==> src/rtl/uart_pkg.sv <==
// uart_pkg: shared types and helpers for the UART transmit path.
// Framer state encoding, parity-mode constants and bit-period math.
package uart_pkg;

   typedef enum logic [2:0] {
      ST_IDLE   = 3'd0,
      ST_START  = 3'd1,
      ST_DATA   = 3'd2,
      ST_PARITY = 3'd3,
      ST_STOP   = 3'd4
   } uart_state_t;

   localparam int PARITY_NONE = 0;
   localparam int PARITY_EVEN = 1;
   localparam int PARITY_ODD  = 2;

   // clock cycles per line bit; 0 flags an unusable baud rate
   function automatic int unsigned calc_div(
      input int unsigned clk_freq,
      input int unsigned baud
   );
      return (baud == 0) ? 0 : clk_freq / baud;
   endfunction

endpackage

==> src/rtl/uart_tx_framer_if.sv <==
// uart_tx_framer_if: valid/ready word handshake into the framer.
// The producer holds the master side, the framer the slave side.
interface uart_tx_framer_if #(
   parameter int W = 8
) ();

   logic [W-1:0] data_in;
   logic         data_valid;
   logic         data_ready;

   modport master (
      output data_in,
      output data_valid,
      input  data_ready
   );

   modport slave (
      input  data_in,
      input  data_valid,
      output data_ready
   );

endinterface

==> src/rtl/uart_baud_counter.sv <==
// uart_baud_counter: bit-period timer for the transmit framer.
// tick is high in the last cycle of every DIV-cycle bit period.
module uart_baud_counter #(
   parameter int unsigned DIV = 16
) (
   input  logic clk,
   input  logic reset,
   input  logic clear,
   output logic tick
);

   localparam int W = (DIV > 1) ? $clog2(DIV) : 1;
   localparam logic [W-1:0] LAST = W'(DIV - 1);

   logic [W-1:0] r_cnt;

   // count 0..DIV-1, restarting at wrap or whenever the framer clears
   always_ff @(posedge clk or posedge reset) begin
      if (reset) begin
         r_cnt <= '0;
      end else if (clear || r_cnt == LAST) begin
         r_cnt <= '0;
      end else begin
         r_cnt <= r_cnt + 1'b1;
      end
   end

   assign tick = (r_cnt == LAST);

endmodule

==> src/rtl/uart_tx_framer.sv <==
// uart_tx_framer: serialises one word per frame onto tx.
// Frame = start, LSB-first data, optional parity, 1 or 2 stop bits.
module uart_tx_framer
   import uart_pkg::*;
#(
   parameter int unsigned CLK_FREQ       = 32'd100000000,
   parameter int unsigned BAUDRATE       = 32'd9600,
   parameter int          NO_OF_DATABITS = 8,
   parameter int          NO_OF_STOPBITS = 1,
   parameter int          PARITY_MODE    = 0
) (
   input  logic              clk,
   input  logic              reset,
   uart_tx_framer_if.slave   s_if,
   output logic              busy,
   output logic              frame_done,
   output logic              tx
);

   localparam int unsigned DIV = calc_div(CLK_FREQ, BAUDRATE);
   localparam bit HAS_PAR = (PARITY_MODE != PARITY_NONE);
   localparam logic [3:0] LAST_DATA = 4'(NO_OF_DATABITS - 1);
   localparam logic [3:0] LAST_STOP = 4'(NO_OF_STOPBITS - 1);

   if (NO_OF_DATABITS < 5 || NO_OF_DATABITS > 9) begin : g_bad_nb
      $error("uart_tx_framer: NO_OF_DATABITS must be 5..9");
   end
   if (NO_OF_STOPBITS < 1 || NO_OF_STOPBITS > 2) begin : g_bad_ns
      $error("uart_tx_framer: NO_OF_STOPBITS must be 1 or 2");
   end
   if (PARITY_MODE < PARITY_NONE || PARITY_MODE > PARITY_ODD) begin : g_bad_pm
      $error("uart_tx_framer: PARITY_MODE must be 0, 1 or 2");
   end
   if (DIV < 1) begin : g_bad_div
      $error("uart_tx_framer: CLK_FREQ/BAUDRATE must be at least 1");
   end

   uart_state_t                r_state;
   uart_state_t                w_state_nxt;
   logic [NO_OF_DATABITS-1:0]  r_shift;
   logic [NO_OF_DATABITS-1:0]  w_shift_nxt;
   logic [3:0]                 r_bitcnt;
   logic                       r_par;
   logic                       r_tx;
   logic                       r_busy;
   logic                       w_tx_nxt;
   logic                       w_busy_nxt;
   logic                       w_tick;
   logic                       w_clear;
   logic                       w_ready;
   logic                       w_accept;
   logic                       w_trans;

   assign w_ready  = !r_busy && !reset;
   assign w_accept = w_ready && s_if.data_valid;
   assign w_trans  = (w_state_nxt != r_state);
   // hold the timer at 0 while idle so every frame starts phase-aligned
   assign w_clear  = w_trans || (r_state == ST_IDLE);

   assign s_if.data_ready = w_ready;
   assign busy = r_busy;
   assign tx   = r_tx;

   uart_baud_counter #(
      .DIV (DIV)
   ) u_baud (
      .clk   (clk),
      .reset (reset),
      .clear (w_clear),
      .tick  (w_tick)
   );

   // state register
   always_ff @(posedge clk or posedge reset) begin
      if (reset) begin
         r_state <= ST_IDLE;
      end else begin
         r_state <= w_state_nxt;
      end
   end

   // next-state: each line bit ends on a baud tick
   always_comb begin
      w_state_nxt = r_state;
      unique case (r_state)
         ST_IDLE: begin
            if (w_accept) w_state_nxt = ST_START;
         end
         ST_START: begin
            if (w_tick) w_state_nxt = ST_DATA;
         end
         ST_DATA: begin
            if (w_tick && r_bitcnt == LAST_DATA)
               w_state_nxt = HAS_PAR ? ST_PARITY : ST_STOP;
         end
         ST_PARITY: begin
            if (w_tick) w_state_nxt = ST_STOP;
         end
         ST_STOP: begin
            if (w_tick && r_bitcnt == LAST_STOP)
               w_state_nxt = ST_IDLE;
         end
         default: w_state_nxt = ST_IDLE;
      endcase
   end

   // outputs: next line level and busy, registered below
   always_comb begin
      w_shift_nxt = r_shift;
      if (w_accept) begin
         w_shift_nxt = s_if.data_in;
      end else if (r_state == ST_DATA && w_tick) begin
         w_shift_nxt = r_shift >> 1;
      end
      w_busy_nxt = (w_state_nxt != ST_IDLE);
      w_tx_nxt   = 1'b1;
      unique case (w_state_nxt)
         ST_START:  w_tx_nxt = 1'b0;
         ST_DATA:   w_tx_nxt = w_shift_nxt[0];
         ST_PARITY: w_tx_nxt = r_par;
         default:   w_tx_nxt = 1'b1;
      endcase
      frame_done = (r_state == ST_STOP) && (w_state_nxt == ST_IDLE);
   end

   // datapath: shift register, parity, bit counter, output flops
   always_ff @(posedge clk or posedge reset) begin
      if (reset) begin
         r_shift  <= '0;
         r_par    <= 1'b0;
         r_bitcnt <= '0;
         r_tx     <= 1'b1;
         r_busy   <= 1'b0;
      end else begin
         r_shift <= w_shift_nxt;
         if (w_accept) begin
            r_par <= (^s_if.data_in) ^ (PARITY_MODE == PARITY_ODD);
         end
         if (w_trans) begin
            r_bitcnt <= '0;
         end else if (w_tick &&
                      (r_state == ST_DATA || r_state == ST_STOP)) begin
            r_bitcnt <= r_bitcnt + 1'b1;
         end
         r_tx   <= w_tx_nxt;
         r_busy <= w_busy_nxt;
      end
   end

endmodule
==> src/flat_wrapper.sv <==
// flat-port wrapper written by rule: the top's interface ports become plain ports
module uart_tx_framer_flat import uart_pkg::*;
#(
   parameter int unsigned CLK_FREQ       = 32'd100000000,
   parameter int unsigned BAUDRATE       = 32'd9600,
   parameter int          NO_OF_DATABITS = 8,
   parameter int          NO_OF_STOPBITS = 1,
   parameter int          PARITY_MODE    = 0
)
  (clk, reset, busy, frame_done, tx, s_if_data_in, s_if_data_valid, s_if_data_ready);
  uart_tx_framer_if s_if_i ();
  input  logic clk;
  input  logic reset;
  output logic busy;
  output logic frame_done;
  output logic tx;
  input wire logic [$bits(s_if_i.data_in)-1:0] s_if_data_in;
  input wire logic [$bits(s_if_i.data_valid)-1:0] s_if_data_valid;
  output wire logic [$bits(s_if_i.data_ready)-1:0] s_if_data_ready;
  assign s_if_i.data_in = s_if_data_in;
  assign s_if_i.data_valid = s_if_data_valid;
  assign s_if_data_ready = s_if_i.data_ready;
  uart_tx_framer #(.CLK_FREQ(CLK_FREQ), .BAUDRATE(BAUDRATE), .NO_OF_DATABITS(NO_OF_DATABITS), .NO_OF_STOPBITS(NO_OF_STOPBITS), .PARITY_MODE(PARITY_MODE)) u_core (.clk(clk), .reset(reset), .s_if(s_if_i), .busy(busy), .frame_done(frame_done), .tx(tx));
endmodule
==> config.mk <==
export PLATFORM = sky130hd
export DESIGN_NAME = uart_tx_framer_flat
export DESIGN_NICKNAME = d
export VERILOG_FILES = /design/src/rtl/uart_pkg.sv /design/src/rtl/uart_tx_framer_if.sv /design/src/rtl/uart_baud_counter.sv /design/src/rtl/uart_tx_framer.sv /design/src/flat_wrapper.sv
export SDC_FILE = /design/constraint.sdc
export NUM_CORES = 1
export LEC_CHECK = 0
export ABC_CLOCK_PERIOD_IN_PS = 2200
export CAP_MARGIN = 20
export CELL_PAD_IN_SITES_DETAIL_PLACEMENT = 0
export CELL_PAD_IN_SITES_GLOBAL_PLACEMENT = 2
export CORE_ASPECT_RATIO = 0.9
export CORE_MARGIN = 1
export CORE_UTILIZATION = 35
export DETAILED_ROUTE_END_ITERATION = 7
export PLACE_DENSITY = 0.8
export SYNTH_ARGS = -nofsm -noshare
export SYNTH_HDL_FRONTEND = slang
export SYNTH_SLANG_ARGS = --single-unit
==> constraint.sdc <==
create_clock -name clk -period 2.2 [get_ports clk]
set_clock_uncertainty 0.05 [all_clocks]
set_input_delay 0.44 -clock clk [delete_from_list [all_inputs] [get_ports clk]]
set_output_delay 0.44 -clock clk [all_outputs]
set_load 0.05 [all_outputs]
-- Yosys cells after proc, flatten, opt, wreduce, memory -nomap -nowiden
Cells that the tools add are included.
- add/subtract/negate cells: 2
- multipliers: 0
- div/mod/pow operators: 0
- magnitude comparators: 0
- eq/ne operators: 10
- shift operators: 0
- muxes and demuxes: 12
- bitwise logic cells: 0
- reduce and logical (&&, ||, !) cells: 19
- operators with widths (kind ; number):
    $mux 8 ; 2
    $mux 3 ; 5
    $pmux 3 s5 ; 1
    $add 14x1->14 const B ; 1
    $eq 14x14->1 const B ; 1
    $mux 14 ; 1
    $eq 3x2->1 const B ; 4
    $mux 4 ; 2
    $reduce_xor 8->1 ; 1
    $logic_and 1x1->1 ; 7
    $eq 3x1->1 const B ; 2
    $logic_not 3->1 ; 2
    $add 4x1->4 const B ; 1
    $eq 4x3->1 const B ; 1
    $logic_not 4->1 ; 1
    $reduce_bool 2->1 ; 2
    $eq 3x3->1 const B ; 1
    $logic_or 1x1->1 ; 3
    $ne 3x3->1 ; 1
    $pmux 1 s3 ; 1
    $reduce_bool 3->1 ; 1
    $logic_not 1->1 ; 2
- register bits after elaboration: 32
- bits in latches: 0
- RAM bits: 0
- memory bits (read-only): 0
- input bits: 11
- output and inout port bits: 4
- logic and storage cells: 51
- memories: 0

-- Depth between registers and ports, before layout
Gate-level depths: netlist of the first run.
- word-level depth: 9
- depth in mapped cells: 8
- mapped depth without buffers: 6

-- Modules after synthesis
A second synthesis of the first run with hierarchy kept.
- cell total of the unflattened synthesis: 171
- area, all modules: 1760.4 um^2
- modules (own cells, without submodules) (module ; times used ; cells each ; area each (um^2) ; sequential area each (um^2)):
    uart_tx_framer ; 1 ; 100 ; 1027.2 ; 451.7
    uart_baud_counter ; 1 ; 71 ; 733.2 ; 350.3

-- Least setup slack after synthesis of the first run
Ideal clock, no wire load.
- path type: reg-to-output
- start: register u_core.u_baud.r_cnt[0]
- end: output port frame_done
- arrival time: 2534 ps
- required time: 1710 ps
- path slack: -824 ps
- stages on the path, launching flop included: 5
- buffers on the path: 0
- path through: dfrtp_1 -> ha_1 -> and4_4 -> nand4_4 -> nor4_1
- longest elaborated chain between the ends: 6
- elaborated cells between the ends (all ways): 10
- classes of those cells: eq/ne: 1; mux: 5; reduce/logical: 4
- RTL lines (item ; RTL line ; RTL):
    start: declaration ; uart_baud_counter.sv:15 ; logic [W-1:0] r_cnt;
    start signal: assignment ; uart_baud_counter.sv:24 ; r_cnt <= r_cnt + 1'b1;
    $eq 14x14->1 * ; uart_baud_counter.sv:28 ; assign tick = (r_cnt == LAST);
    $logic_and 1x1->1, on equally long branches ; uart_tx_framer.sv:100, uart_tx_framer.sv:93 ;
    $mux 3, on equally long branches ; uart_tx_framer.sv:100, uart_tx_framer.sv:93 ;
    $pmux 3 s5 * ; uart_tx_framer.sv:85 ; unique case (r_state)
    $logic_not 3->1 * ; uart_tx_framer.sv:123 ; frame_done = (r_state == ST_STOP) && (w_state_nxt == ST_IDLE);
    $logic_and 1x1->1 * ; uart_tx_framer.sv:123 ;
    end: declaration ; flat_wrapper.sv:15 ; output logic frame_done;
Mark *: on every way between the ends. The rest lies on a longest branch, timed or not.

-- Worst setup path after layout of the first run
- start: register u_core.u_baud.r_cnt[1]
- end: output port frame_done
The elaborated chain is that of the path after synthesis.

==> results of run 1 <==
==> registers in the layout, summed over array words and instances (netlist names) <==
name and flops:
u_core.r_bitcnt 4, u_core.r_state 3, u_core.u_baud.r_cnt 14, u_core.r_shift 8
u_core.r_par 1, u_core.tx 1, u_core.busy 1
==> worst max path at each step <==
stage	startpoint	end	slack, ps	depth (start not counted)
finish	u_core.u_baud.r_cnt[1]	frame_done	20	5
CTS	u_core.u_baud.r_cnt[1]	frame_done	0.3	5
floorplan	u_core.u_baud.r_cnt[0]	frame_done	50	4
global placement	s_if_data_valid	u_core.u_baud.r_cnt[11]	110	7
global route	u_core.u_baud.r_cnt[1]	frame_done	-70	5
detailed placement	s_if_data_valid	u_core.u_baud.r_cnt[4]	100	7
==> power by group through the flow <==
stage / clock, mW / combinational, mW / sequential (mW)
after floorplan: 0 / 0.345 / 0.868
after global routing: 0.507 / 0.665 / 0.858
after global placement: 0 / 0.567 / 0.853
final: 0.461 / 0.601 / 0.839
after detailed placement: 0 / 0.588 / 0.855
after CTS: 0.476 / 0.607 / 0.839
==> critical path, cell delays in order, from the launching register on <==
cell	delay, ps
dfrtp_1	370
ha_2	190
and4_4	260
nand4_4	160
nor4_4	250
buf_12	180
==> cell type report <==
type | instances | area share
clock buffer | 8 | 0.04243
tap | 62 | 0.03653
multi-input combinational | 136 | 0.4266
sequential | 32 | 0.3777
inverter | 4 | 0.007071
timing repair buffer | 22 | 0.1096
==> synthesized netlist by cell type, drive strengths merged (2+ instances only) <==
master,count
nor3,5
mux2i,6
nor3b,2
ha,3
nor2,24
and3,6
nand2b,4
o21ai,8
a21oi,5
clkbuf,3
dfrtp,31
buf,4
and4,2
xnor2,13
xor2,9
o21bai,2
inv,4
nand2,21
o31ai,2
nand3,10
==> logic make-up after synthesis <==
| logic type | count (synthesis) | share of synthesized area |
|---|---|---|
| and+or+nand+nor | 80 | 0.2477 |
| DFF | 32 | 0.4602 |
| AOI/OAI and AO/OA | 25 | 0.09404 |
| xor gates and xnor gates | 22 | 0.1106 |
| buffers and inverters | 11 | 0.03158 |
| muxes | 6 | 0.03446 |
| adders and majority gates | 3 | 0.02154 |
==> stage by stage <==
step / TNS [ps] / area, um2 / hold slack, ps
finish: 0 / 2123 / 426.5
floorplan: 0 / 1760 / 393.5
global placement: 0 / 2023 / 417.5
CTS: 0 / 2121 / 442.6
detailed placement: 0 / 2023 / 426.5
global route: -65.53 / 2123 / 474.8
==> layer usage <==
layer | track usage | up-vias | wire (um)
li1 | - | 652 | -
met1 | 0.1914 | 628 | 1748
met2 | 0.2669 | 15 | 1633
met3 | 0.03947 | 2 | 106
met4 | 0.05769 | 0 | 17
met5 | 0 | - | 0
==> what timing repair did <==
action                                  in CTS  in global routing
gates resized for setup                      0                  1
endpoints found under the setup margin       1                  1
setup buffers                                1                  0
pin swaps                                    2                  0
gates cloned                                 0                  0
==> flow_summary_export.csv, run 1 <==
group,metric,value,unit
status,status,"finished clean",
yosys,synth_warnings,0,
yosys,synth_nets,193,
critical_path,arrival,1690,ps
layout,layout_commonest_cell,"dfrtp_1",
critical_path,crit_type,"reg -> out",
placement,pre_cts_ws,101.6,ps
yosys,ys.flop_type,"dfrtp_1",
layout,fillers,433,
hold_path,hp-class,"reg -> reg",
layout,final_nets,215,
yosys,ys_seq_area_frac,0.4602,
yosys,syn_area,0.001743,mm2
global_route,grt_pass1_vias,1334,
yosys,synth-edff-count,0,
sta,final-hold-violation-count,0,
cts,cts_made_buffers,5,
pwr,p_int,1.266,mW
cts,clockRootBuffer,"clkbuf_8",
sta,tightest_slew,550.4,ps
drt,drt-total-wl,3504,um
cts,cts_htree_levels,2,
cts,clock-sinks,32,
placement,gp_congestion,0.7429,
sta,fin_ws,22.48,ps
sta,fmax,459.2,MHz
yosys,synth_area_leaders,"dfrtp_1, xnor2_1, nor2_1, nand2_1, xor2_1",
pwr,pwr-share-seq,0.442,
pwr,vdd_drop_max,0.3633,mV
layout,final_util,0.4611,
hold_path,min_to,"u_core.r_par",
die,die_y,68.95,um
critical_path,path_max_fanout,4,
yosys,netlist_instances,179,
layout,area_delta_synth_final,21.82,%
drt,ant_nets,0,
drt,wl_per_cell,13.27,um
cts,cts_tree,"built",
cts,insertion_delay,270,ps
yosys,synth-seq-cells,32,
drt,drt_pre_antenna_iters,4,
die,core_area,0.004604,mm2
die,floorplan.initialDensity,0.3785,
drt,drt_iter0_markers,62,
global_route,grt_util_all_layers,0.1551,
yosys,yosys.area.top_type_share,0.4451,
global_route,overflow,0,
die,dieArea,0.005266,mm2
global_route,antenna_found_initial,0,
sta,final_max_slew_viol_count,0,
yosys,avgSynthCellArea,9.737,um2
layout,fin_cells,264,
pwr,switching_share,0.3340,
pwr,combinationalPowerShare,0.316,
yosys,async_reset_ff_frac,1.000,
die,die_x,76.39,um
critical_path,r2r_end,"u_core.busy",
sta,slew_headroom,0.6302,
layout,diodes,0,
sta,min_period_over_period,0.9898,
global_route,grt_max_degree,33,
layout,layout-drive-gt1-share,0.1386,
hold_path,min_path_cells,2,
flow_run,maxCapViolations,0,
drt,drcViolationCount,0,
yosys,synth_cell_types,40,
yosys,yosys.area.top_type,"dfrtp_1",
die,num_rows,23,
critical_path,reg2reg_depth,6,
layout,multi_input_comb_area,905.9,um2
cts,postCtsHoldBufs,0,
placement,dpl.cell_count,255,
hold_path,hp-start,"u_core.r_par",
critical_path,r2r_start,"u_core.u_baud.r_cnt[1]",
sta,setup_viol,0,
cts,path_clk_slew,60,ps
critical_path,end_kind,"output port",
layout,layout_common_cells,"dfrtp_1, nor2_1, nand2_1",
pwr,powerDensity,895.5,mW/mm2
critical_path,cp-start-kind,"register",
pwr,p_leak,0.8662,nW
drt,vias,1297,
pwr,pwr-share-clk,0.242,
global_route,grt_pass1_wl,6189,um
die,io_pins,15,
sta,rsz0062_at_grt,"true",
layout,regArea,802.0,um2
placement,dpl.hpwl,2584,um
critical_path,required,1710,ps
drt,vias_per_cell,4.913,
pwr,finalPower,1.901,mW
pwr,p_switching,0.6351,mW
sta,finalCriticalPeriod,2178,ps
critical_path,r2r_slack,180,ps
placement,portBuffers,14,
cts,clk_path_buf_depth,2,
No activity file was read; power rests on OpenSTA's default activity.
==> run 2, diff against run 1 <==
--- a/config.mk
+++ b/config.mk
@@ -6,12 +6,13 @@
 export NUM_CORES = 1
 export LEC_CHECK = 0
 export ABC_CLOCK_PERIOD_IN_PS = 2200
-export CAP_MARGIN = 20
+export CAP_MARGIN = 30
 export CELL_PAD_IN_SITES_DETAIL_PLACEMENT = 0
 export CELL_PAD_IN_SITES_GLOBAL_PLACEMENT = 2
 export CORE_ASPECT_RATIO = 0.9
 export CORE_MARGIN = 1
 export CORE_UTILIZATION = 35
+export CTS_CLUSTER_SIZE = 16
 export DETAILED_ROUTE_END_ITERATION = 7
 export PLACE_DENSITY = 0.8
 export SYNTH_ARGS = -nofsm -noshare
==> results of run 2 <==
Final layout, timing and power as in run 1 (identical DEF).
==> run 3, diff against run 2 <==
--- a/config.mk
+++ b/config.mk
@@ -5,6 +5,7 @@
 export SDC_FILE = /design/constraint.sdc
 export NUM_CORES = 1
 export LEC_CHECK = 0
+export ABC_AREA = 1
 export ABC_CLOCK_PERIOD_IN_PS = 2200
 export CAP_MARGIN = 30
 export CELL_PAD_IN_SITES_DETAIL_PLACEMENT = 0
@@ -14,7 +15,8 @@
 export CORE_UTILIZATION = 35
 export CTS_CLUSTER_SIZE = 16
 export DETAILED_ROUTE_END_ITERATION = 7
-export PLACE_DENSITY = 0.8
+export HOLD_SLACK_MARGIN = 0.12
+export PLACE_DENSITY = 0.83
 export SYNTH_ARGS = -nofsm -noshare
 export SYNTH_HDL_FRONTEND = slang
 export SYNTH_SLANG_ARGS = --single-unit
==> flow_summary_export.csv, run 3 <==
group,metric,value,unit
die,die_x,82.27,um
global_route,antenna_found_initial,0,
drt,drt_iter0_markers,122,
critical_path,cp-start-kind,"register",
pwr,p_int,0.9666,mW
sta,tightest_slew,485.8,ps
sta,min_period_over_period,1.026,
placement,dpl-instance-area,0.002359,mm2
layout,largest-register,"u_core.u_baud.r_cnt",
die,core_area,0.005411,mm2
global_route,grt_pass1_vias,1651,
sta,setup_tns,-57.90,ps
pwr,pwr-share-clk,0.454,
drt,wl_met3,223,um
sta,fmax,442.9,MHz
layout,regArea,802.0,um2
yosys,synth_common_cells,"nand2_1, inv_1, dfrtp_1, nor2_1, nand3_1",
yosys,synth.most_common_cell,"nand2_1",
placement,portBuffers,14,
cts,postCtsHoldBufs,0,
pwr,p_leak,1.174,nW
cts,clk_path_buf_depth,2,
layout,multi_input_comb_area,0.001171,mm2
yosys,synth_area_leaders,"dfrtp_1, nand2_1, nor2_4, inv_1, xor2_1",
yosys,yosys.area.top_type,"dfrtp_1",
drt,met2_length,1804,um
pwr,p_switching,0.2522,mW
hold_path,min_path_cells,2,
critical_path,max_stage_delay,390,ps
global_route,overflow,0,
pwr,powerDensity,462.1,mW/mm2
global_route,grt_max_degree,33,
global_route,grt_util_all_layers,0.1703,
yosys,synth_nets,267,
critical_path,path_cells,"ha_4 > nand2_2 > nor2_4 > nand3_2 > nor2_4 > nand2_2 > nand2_1 > o21ai_2 > nand2_2 > nor2_4 > buf_12",
yosys,ys_seq_area_frac,0.3952,
sta,fin_ws,-57.90,ps
layout,final_util,0.4874,
layout,largest_reg_flops,14,
yosys,syn_area,0.002029,mm2
sta,holdWs,436.5,ps
drt,vias_per_cell,4.672,
sta,final_max_slew_viol_count,0,
critical_path,arrival,1770,ps
critical_path,end_kind,"output port",
flow_run,maxCapViolations,0,
critical_path,cp_slowest_cell,"dfrtp_1",
cts,clockRootBuffer,"clkbuf_8",
drt,vias,1682,
yosys,synth_cell_types,30,
pwr,pwr-share-seq,0.492,
pwr,switching_share,0.2069,
yosys,ys.flop_type,"dfrtp_1",
drt,drt-total-wl,4440,um
pwr,vdd_drop_max,0.3259,mV
global_route,grt_pass1_wl,7610,um
status,violations,"setup timing",
critical_path,required,1710,ps
die,die_y,74.24,um
sta,rsz0062_at_grt,"true",
cts,cts_made_buffers,5,
cts,clock-sinks,32,
yosys,yosys.area.top_type_share,0.3822,
status,status,"complete, but fails checks",
drt,ant_nets,0,
sta,finalCriticalPeriod,2258,ps
layout,fin_area,0.002638,mm2
yosys,synth-seq-cells,32,
critical_path,reg2reg_depth,11,
layout,top_regs,"u_core.u_baud.r_cnt (14), u_core.r_shift (8), u_core.r_bitcnt (4)",
sta,final-hold-violation-count,0,
die,dieArea,0.006107,mm2
drt,wl_per_cell,12.33,um
placement,gp_congestion,0.7525,
die,io_pins,15,
critical_path,path_max_fanout,4,
die,num_rows,25,
yosys,synth_warnings,0,
yosys,synth-edff-count,0,
layout,diodes,0,
hold_path,hp-class,"reg -> reg",
placement,dpl.hpwl,3258,um
layout,layout_common_cells,"nand2_1, inv_1, dfrtp_1",
layout,layout-drive-gt1-share,0.2833,
layout,layout_commonest_cell,"nand2_1",
placement,dpl.cell_count,343,
sta,slew_headroom,0.6751,
cts,cts_htree_levels,2,
layout,fin_cells,360,
drt,drt_pre_antenna_iters,5,
layout,fillers,557,
layout,area_delta_synth_final,29.96,%
drt,met1_length,2345,um
yosys,avgSynthCellArea,8.022,um2
drt,drcViolationCount,0,
pwr,finalPower,1.219,mW
yosys,netlist_instances,253,
layout,final_nets,306,
die,floorplan.initialDensity,0.3750,
critical_path,crit_type,"reg -> out",
sta,setup_viol,1,
placement,pre_cts_ws,-3.565,ps
pwr,combinationalPowerShare,0.053,
cts,insertion_delay,290,ps
drt,top_layer,"met4",
yosys,async_reset_ff_frac,1.000,
cts,cts_tree,"built",
cts,path_clk_slew,60,ps
-- run 3: changes by cell type in the layout (fill, tap and decap cells not counted), sizes merged, moves of 4 or more --
| cell | delta |
|---|---|
| nor2 | +22 |
| xor2 | +4 |
| nand2 | +39 |
| and3 | -4 |
| nand3 | +8 |
| xnor2 | -7 |
| nand4 | +4 |
| mux2i | -6 |
| nand2b | -4 |
| inv | +36 |
| buf | +12 |
-- run 3: cells by family (layout without fill, tap and decap cells) --
family	count (synthesis)	in the layout	share of synthesized area
AND/OR/NAND/NOR	139	139	0.3668
buffers and inverters	42	82	0.08631
flip-flops	32	32	0.3952
XOR/XNOR	19	19	0.08200
AO/OA/AOI/OAI	18	18	0.05117
adder cells (fa/ha/maj)	3	3	0.01850
-- run 3: metal layers --
| metal | vias up | global-route usage |
|---|---|---|
| met5 | - | 0 |
| met4 | 0 | 0.06433 |
| met3 | 7 | 0.03681 |
| met2 | 35 | 0.2360 |
| met1 | 771 | 0.2557 |
| li1 | 869 | - |
-- run 3: cell type report --
| type | count | share of cell area |
|---|---|---|
| clock buffers | 6 | 0.02751 |
| flip-flops and latches | 32 | 0.3041 |
| clock inverters | 2 | 0.01328 |
| inverters | 40 | 0.05693 |
| repair buffers | 34 | 0.1224 |
| multi-input cells | 179 | 0.4440 |
| well taps | 67 | 0.03178 |
-- run 3: critical path, delay by kind of cell, from the launching register on --
family / cells / cell delay (ps)
AND/OR/NAND/NOR: 8 / 700
AO/OA/AOI/OAI: 1 / 70
buffers and inverters: 1 / 140
adder cells (fa/ha/maj): 1 / 180
flip-flops: 1 / 390
-- run 3: what timing repair did --
action	in CTS	in global routing
endpoints found under the setup margin	1	1
pin swaps	9	5
buffers inserted	8	1
gates resized for setup	18	10
-- run 3: power groups by stage --
stage | Clock (mW) | Sequential, mW | Combinational (mW)
floorplan | 0 | 0.610 | 0.0365
global placement | 0 | 0.610 | 0.0668
detailed placement | 0 | 0.611 | 0.0665
CTS | 0.577 | 0.599 | 0.0669
global route | 0.600 | 0.600 | 0.0722
finish | 0.554 | 0.600 | 0.0652
-- run 3: final timing paths --
check	start	end	slack (ps)
worst max-delay path	u_core.u_baud.r_cnt[0]	frame_done	-60
worst min-delay path	u_core.r_shift[5]	u_core.r_shift[4]	440
worst max register to register	u_core.u_baud.r_cnt[0]	u_core.u_baud.r_cnt[0]	310
worst min register to register	u_core.r_shift[5]	u_core.r_shift[4]	440
max in group asynchronous	reset	u_core.tx	1180
min in group asynchronous	reset	u_core.u_baud.r_cnt[13]	590
